===== src/rtl/ifetch_unit.sv =====
// ifetch_unit: PC register, req/ack instruction fetch, and an instruction register
// whose decoded fields are offered downstream over a valid/ready handshake.
`default_nettype none

module ifetch_unit #(
  parameter int                    PC_WIDTH = 32,
  parameter logic [PC_WIDTH-1:0]   RESET_PC = '0
) (
  input  logic                clk,
  input  logic                rst_n,
  output logic                imem_req,
  output logic [PC_WIDTH-1:0] imem_addr,
  input  logic                imem_ack,
  input  logic [31:0]         imem_rdata,
  output logic                instr_valid,
  input  logic                instr_ready,
  output logic [5:0]          op,
  output logic [4:0]          rs,
  output logic [4:0]          rt,
  output logic [4:0]          rd,
  output logic [5:0]          funct,
  output logic [15:0]         imm,
  output logic [PC_WIDTH-1:0] pc_out,
  input  logic                branch_taken,
  input  logic [PC_WIDTH-1:0] branch_target
);

  typedef enum logic [1:0] {
    IDLE  = 2'd0,
    FETCH = 2'd1,
    HOLD  = 2'd2
  } state_t;

  state_t              state_q, state_d;
  logic [PC_WIDTH-1:0] pc_q, pc_d;
  logic [PC_WIDTH-1:0] pc_out_q, pc_out_d;
  logic [31:0]         ir_q, ir_d;

  // Branch targets are word-aligned by construction; the low bits are dropped.
  logic unused_target_bits;
  assign unused_target_bits = ^branch_target[1:0];

  always_ff @(posedge clk or negedge rst_n) begin
    if (!rst_n) begin
      state_q  <= IDLE;
      pc_q     <= RESET_PC;
      pc_out_q <= '0;
      ir_q     <= '0;
    end else begin
      state_q  <= state_d;
      pc_q     <= pc_d;
      pc_out_q <= pc_out_d;
      ir_q     <= ir_d;
    end
  end

  always_comb begin
    state_d  = state_q;
    pc_d     = pc_q;
    pc_out_d = pc_out_q;
    ir_d     = ir_q;
    unique case (state_q)
      IDLE: state_d = FETCH;
      FETCH: begin
        if (imem_ack) begin
          ir_d     = imem_rdata;
          pc_out_d = pc_q;
          pc_d     = pc_q + PC_WIDTH'(4);
          state_d  = HOLD;
        end
      end
      HOLD: begin
        // A redirect only counts when the instruction is actually accepted.
        if (instr_ready) begin
          if (branch_taken) begin
            pc_d = {branch_target[PC_WIDTH-1:2], 2'b00};
          end
          state_d = FETCH;
        end
      end
      default: state_d = IDLE;
    endcase
  end

  assign imem_req    = (state_q == FETCH);
  assign instr_valid = (state_q == HOLD);
  assign imem_addr   = pc_q;
  assign pc_out      = pc_out_q;

  assign op    = ir_q[31:26];
  assign rs    = ir_q[25:21];
  assign rt    = ir_q[20:16];
  assign rd    = ir_q[15:11];
  assign funct = ir_q[5:0];
  assign imm   = ir_q[15:0];

endmodule

`default_nettype wire

===== config.mk =====
export PLATFORM = sky130hd
export DESIGN_NAME = ifetch_unit
export DESIGN_NICKNAME = d
export VERILOG_FILES = /design/src/rtl/ifetch_unit.sv
export SDC_FILE = /design/constraint.sdc
export NUM_CORES = 1
export LEC_CHECK = 0
export CAP_MARGIN = 5
export CORE_AREA = 3 3 107 109
export DETAILED_ROUTE_END_ITERATION = 12
export DIE_AREA = 0 0 110 112
export HOLD_SLACK_MARGIN = 0.1
export PLACE_DENSITY = 0.91
export SLEW_MARGIN = 20
export SYNTH_ARGS = -nofsm -noshare
export SYNTH_HDL_FRONTEND = slang
export SYNTH_SLANG_ARGS = --single-unit

===== constraint.sdc =====
create_clock -name clk -period 2.3 [get_ports clk]
set_input_delay 0.69 -clock clk [delete_from_list [all_inputs] [get_ports clk]]
set_output_delay 0.69 -clock clk [all_outputs]
set_load 0.01 [all_outputs]

==> results.toml, run 1 <==
[placement]
dp.final_hpwl_um = 10400
gp_congestion = 0.852
dp_cells = 840
dp_worst_setup_slack_ps = -42.0
port_buffers = 171

[critical_path]
cp-start-kind = "register"
crit_buf_inv = 1
crit_type = "reg -> out"
cp-end-kind = "output port"
slowest_stage = "clkdlybuf4s50_1"
cpPeakStageDelay_ps = 610
critical_path_arrival_ps = 1530
worstPathRequired_ps = 1610
cp_cell_sequence = "clkdlybuf4s50_1"
cp_top_family = "buffers and inverters"
r2r_cells = 4
cp.depth = 1
crit_fanout = 10

[power]
power.leakage_nw = 3.02
p_seq_share_pct = 33.8
peakVddDrop_mv = 0.790
p_per_area_mw_per_mm2 = 1280
switching_share_pct = 39.3
pwr-share-comb_pct = 53.6
internal_power_w = 0.00526
clkPwrFrac_pct = 12.6
p_sw_w = 0.00341

[final_layout]
multi_input_area_mm2 = 0.00201
fin_cells = 857
register_area_mm2 = 0.00235
drive_gt1_share_pct = 7.81
num_antenna_cells = 0
nets = 784
syn2layout_area_growth_pct = 45.1
n_fill_cell = 876

[yosys]
netlist_top_cells_area = "dfrtp_1 51%, nand2_1 17%, buf_4 2.4%, a21oi_1 2.3%, clkbuf_1 2.1%"
synthFlopType = "dfrtp_1"
yosys.area.top_type = "dfrtp_1"
synthDominantCellAreaShare_pct = 50.5
syn-cell-area_mm2 = 0.00465
synth_edf_count = 0
syn_inst = 548
synth_seq_area_share_pct = 50.5
ys_ff_latch = 94
syn_avg_cell_area_um2 = 8.49
yosys_warnings = 0
ys_types = 55
ys_async_sr_fraction_pct = 100

[clocking]
cts-htree-levels = 3
cts_buffers = 9
ctsHoldBuffers = 0
cts_sinks = 94
clk_pin_slew_ps = 90
clkLatencyLatePin_ps = 360
cts.path.max_buffers = 2
root_buffer = "clkbuf_8"
cts_tree = "built"

[floorplan]
core_area_mm2 = 0.0107
fp.dieW_um = 110
start_util_pct = 43.5
die_h_um = 112
rows = 38
num_io_pins = 178
die_area_mm2 = 0.0123

[timing]
rsz0062_at_grt = "no"
maxSlewViolCount = 0
min_period_ps = 2220
setup-violations-final = 0
tightestPinTransition_ps = 699
fin_skew_ps = 8.78
fin_tns_setup_ps = 0
fin_ws_ps = 79.8
slew_headroom_pct = 53.0
max_freq_mhz = 450
finalHoldViolations = 0
post-route-period-util_pct = 96.5

[global_route]
grt_antenna_before_repair = 0
grt_pass1_wl_um = 22900
grt_pass1_vias = 4594
grt_max_degree = 51
grtUsageTotal_pct = 23.4
overflow = 0

[outcome]
status = "finished clean"

[detailed_routing]
drtAntennaViolNets = 0
via_per_inst = 5.44
vias = 4666
wl_per_cell_um = 16.7
dr.pass1.iters = 5
postRouteWirelength_um = 14300
drc = 0
drt-initial-drc-count = 405

[min_path]
worstHoldPathType = "in -> async"

[job]
drv_cap = 0
-- cell type report --
cell class	count	share of cell area (%)
timing repair buffer	206	29.9
clock buffer	13	2.35
tap	140	2.59
clock inverter	1	0.445
multi-input combinational	400	29.7
sequential	94	34.8
inverter	3	0.167
-- registers in the layout, indices dropped and copies added (netlist names) --
name / flops
imem_addr: 30
ir_q: 32
pc_out: 30
state_q: 2
-- path summary, 6_finish.rpt --
check,from,end,slack (ps)
max in group asynchronous,rst_n,ir_q[7],1420
setup reg to reg,imem_addr[10],imem_addr[27],190
min in group clk,pc_out[25],pc_out[25],480
hold reg to reg,pc_out[25],pc_out[25],480
setup / recovery,imem_addr[20],imem_addr[20],80
hold / removal,rst_n,pc_out[22],240
-- timing repair --
item                       4_1_cts  5_1_grt
buffers inserted                 3        0
resized for setup                2        0
setup endpoints to repair        1        0
-- cells in the final DEF (no fill, tap or decap), types with 3 or more instances in the layout --
master	netlist	routed
o211ai_1	4	4
a311oi_1	4	4
o31a_1	3	3
o21a_1	3	3
or4_1	3	3
inv_1	3	3
and4_1	4	4
nand4_1	11	11
nor2_1	15	15
buf_12	0	4
nor4_1	12	12
conb_1	1	4
nand2_1	210	210
buf_4	15	32
nand3_1	17	17
and4b_1	3	3
clkbuf_8	0	11
a31oi_1	3	3
and3_1	4	4
clkdlybuf4s50_1	0	168
a2bb2oi_1	4	4
dfrtp_1	94	94
o22ai_1	6	6
o311ai_0	3	3
a211o_1	5	5
o31ai_1	3	3
o21ai_0	12	12
or3_1	3	3
nor3_1	14	14
and2_1	3	3
a21oi_1	21	21
-- synthesized netlist by cell type, drive strengths merged, types with 4 or more instances --
library cell  instances
and4                  4
buf                  25
nor4                 12
nor2                 15
a311oi                4
dfrtp                94
nor3                 14
nand3                18
clkbuf               29
and3                  5
a2bb2oi               4
nand2               210
o21ai                12
o22ai                 6
a211o                 5
or4                   4
a21oi                21
and2                  4
nand4                12
o211ai                4
-- power groups by stage --
stage	combinational [W]	sequential [W]	clock (W)
detailed placement	0.00461	0.00296	0
finish	0.00464	0.00293	0.00110
global route	0.00506	0.00303	0.00119
CTS	0.00466	0.00292	0.00113
floorplan	0.00194	0.00321	0
global placement	0.00446	0.00290	0
-- routing by layer --
layer	vias to the layer above	share of wire [%]	global-route usage, %
met5	-	0	0
met4	0	2.0	9.23
met3	28	9.2	5.39
met2	230	49	38.5
met1	2211	40	29.4
li1	2197	-	-
-- kinds of logic (layout without fill, tap and decap cells) --
group / count (synthesis) / in the layout / share of synthesized area [%]
AND/OR/NAND/NOR: 313 / 313 / 30.5
flip-flops: 94 / 94 / 50.5
AO/OA/AOI/OAI: 81 / 81 / 11.7
buffers and inverters: 57 / 223 / 6.61
adder cells (fa/ha/maj): 1 / 1 / 0.269
other: 1 / 4 / 0.0806
multiplexers: 1 / 1 / 0.215
-- stage by stage --
step,hold WS (ps),cell area (um2),util [%],total power (W)
5_1_grt,253,6750,63.1,0.00928
4_1_cts,240,6750,63.1,0.00871
3_5_place_dp,461,6550,61.2,0.00756
2_1_floorplan,394,4670,-,0.00514
3_3_place_gp,457,6550,61.2,0.00736
6_report,240,6750,63.1,0.00867
(Power assumes the default switching activity.)
==> inputs of run 2 (changes only) <==
CORE_AREA = 2 2 106 108   (was 3 3 107 109)
DIE_AREA = 0 0 108 110   (was 0 0 110 112)
PLACE_DENSITY = 0.9   (was 0.91)
SKIP_LAST_GASP = 1   (was not set)
==> results.toml, run 2 (synthesized netlist as in run 1, its figures left out) <==
[timing]
post-route-period-util_pct = 96.9
setup-violations-final = 0
finalHoldViolations = 0
max_freq_mhz = 449
fin_skew_ps = 8.54
rsz0062_at_grt = "no"
tightestPinTransition_ps = 700
maxSlewViolCount = 0
slew_headroom_pct = 52.9
hold_ws_ps = 312
min_period_ps = 2230

[floorplan]
fp.dieW_um = 108
die_area_mm2 = 0.0119
num_io_pins = 178
start_util_pct = 43.5
rows = 38
core_area_mm2 = 0.0107
die_h_um = 110

[detailed_routing]
drt-initial-drc-count = 312
via_per_inst = 5.52
vias = 4700
drtAntennaViolNets = 0
drc = 0
dr_wl_met3_um = 1430
maxUsedRoutingLayer = "met4"
dr.pass1.iters = 5
met2WireLength_um = 6930
postRouteWirelength_um = 14200
drt-met1-wl_um = 5610
wl_per_cell_um = 16.7

[global_route]
grt_antenna_before_repair = 0
grtUsageTotal_pct = 24.1
grt_max_degree = 51
grt_pass1_wl_um = 22500
overflow = 0
grt_pass1_vias = 4464

[job]
drv_cap = 0

[final_layout]
num_antenna_cells = 0
nets = 778
fin_cells = 852
syn2layout_area_growth_pct = 42.8
drive_gt1_share_pct = 6.88
final_common_cell = "nand2_1"
mostFrequentLayoutCells = "210 x nand2_1, 169 x clkdlybuf4s50_1, 94 x dfrtp_1, 28 x buf_4, 21 x a21oi_1"
largest_reg_flops = 32
n_fill_cell = 883
top_register = "ir_q"
postLayoutCoreUtil_pct = 62.1

[clocking]
clkLatencyLatePin_ps = 350
cts_buffers = 9
root_buffer = "clkbuf_8"
ctsHoldBuffers = 0
clk_pin_slew_ps = 90
cts.path.max_buffers = 2
cts_setup_buffers = 0
cts-htree-levels = 3
cts_sinks = 94
cts_tree = "built"

[critical_path]
r2r-start = "imem_addr[14]"
rrSetupSlack_ps = 70
cp-startpoint = "imem_addr[14]"
crit_fanout = 10
cp-end-kind = "register"
worstReg2RegEnd = "imem_addr[29]"
critical_path_arrival_ps = 2450
crit_type = "reg -> reg"
cp-start-kind = "register"
worstPathRequired_ps = 2520
r2r_cells = 4

[placement]
port_buffers = 171
gp_congestion = 0.885
dp_cells = 837
dp.final_hpwl_um = 10200

[power]
p_per_area_mw_per_mm2 = 1260
power.leakage_nw = 2.96
peakVddDrop_mv = 0.604

[min_path]
worstHoldPathType = "in -> async"

[outcome]
status = "finished clean"
==> run 2: how the worst max path moves through the flow <==
stage,depth (start not counted),to,slack (ps)
after floorplan,6,imem_addr[27],380
after global placement,4,imem_addr[18],-0.7
after detailed placement,6,imem_addr[23],-40
after CTS,2,imem_req,80
after global routing,1,imem_addr[20],20
final,4,imem_addr[29],70
==> run 2: worst max-delay path, cell delays in order (launching register included) <==
cell and delay (ps):
dfrtp_1 550, nand4_4 180, or4_1 710, o311ai_0 510, nand3b_1 140
==> run 2: routing by layer <==
layer	vias to the layer above	global-route usage [%]
met4	0	10.3
met1	2201	30.6
met2	282	40.4
met3	28	4.47
met5	-	0
li1	2189	-
==> run 2: layout make-up <==
type                            count  area [um2]  area share (%)
Multi-Input combinational cell    400        2010            30.2
Sequential cell                    94        2350            35.4
Clock buffer                       13         139            2.09
Tap cell                          140         175            2.64
Timing Repair Buffer              200        1950            29.4
Inverter                            3        11.3           0.169
Clock inverter                      2        10.0           0.151
==> run 2: repair_timing <==
item	CTS	global route
resized for setup	1	0
hold endpoints to repair	0	0
setup endpoints to repair	1	0
==> run 2: stage by stage <==
stage | area [um2] | setup WS [ps] | setup TNS (ps) | power, W
after global placement | 6500 | -0.688 | -0.688 | 0.00725
after floorplan | 4670 | 383 | 0 | 0.00514
final | 6650 | 71.3 | 0 | 0.00837
after global routing | 6650 | 15.3 | 0 | 0.00896
after detailed placement | 6500 | -41.8 | -57.6 | 0.00745
after CTS | 6650 | 75.8 | 0 | 0.00840
==> run 2: power breakdown <==
group | internal, W | switching, W
clock | 0.000387 | 0.000544
combinational | 0.00226 | 0.00220
sequential | 0.00235 | 0.000628
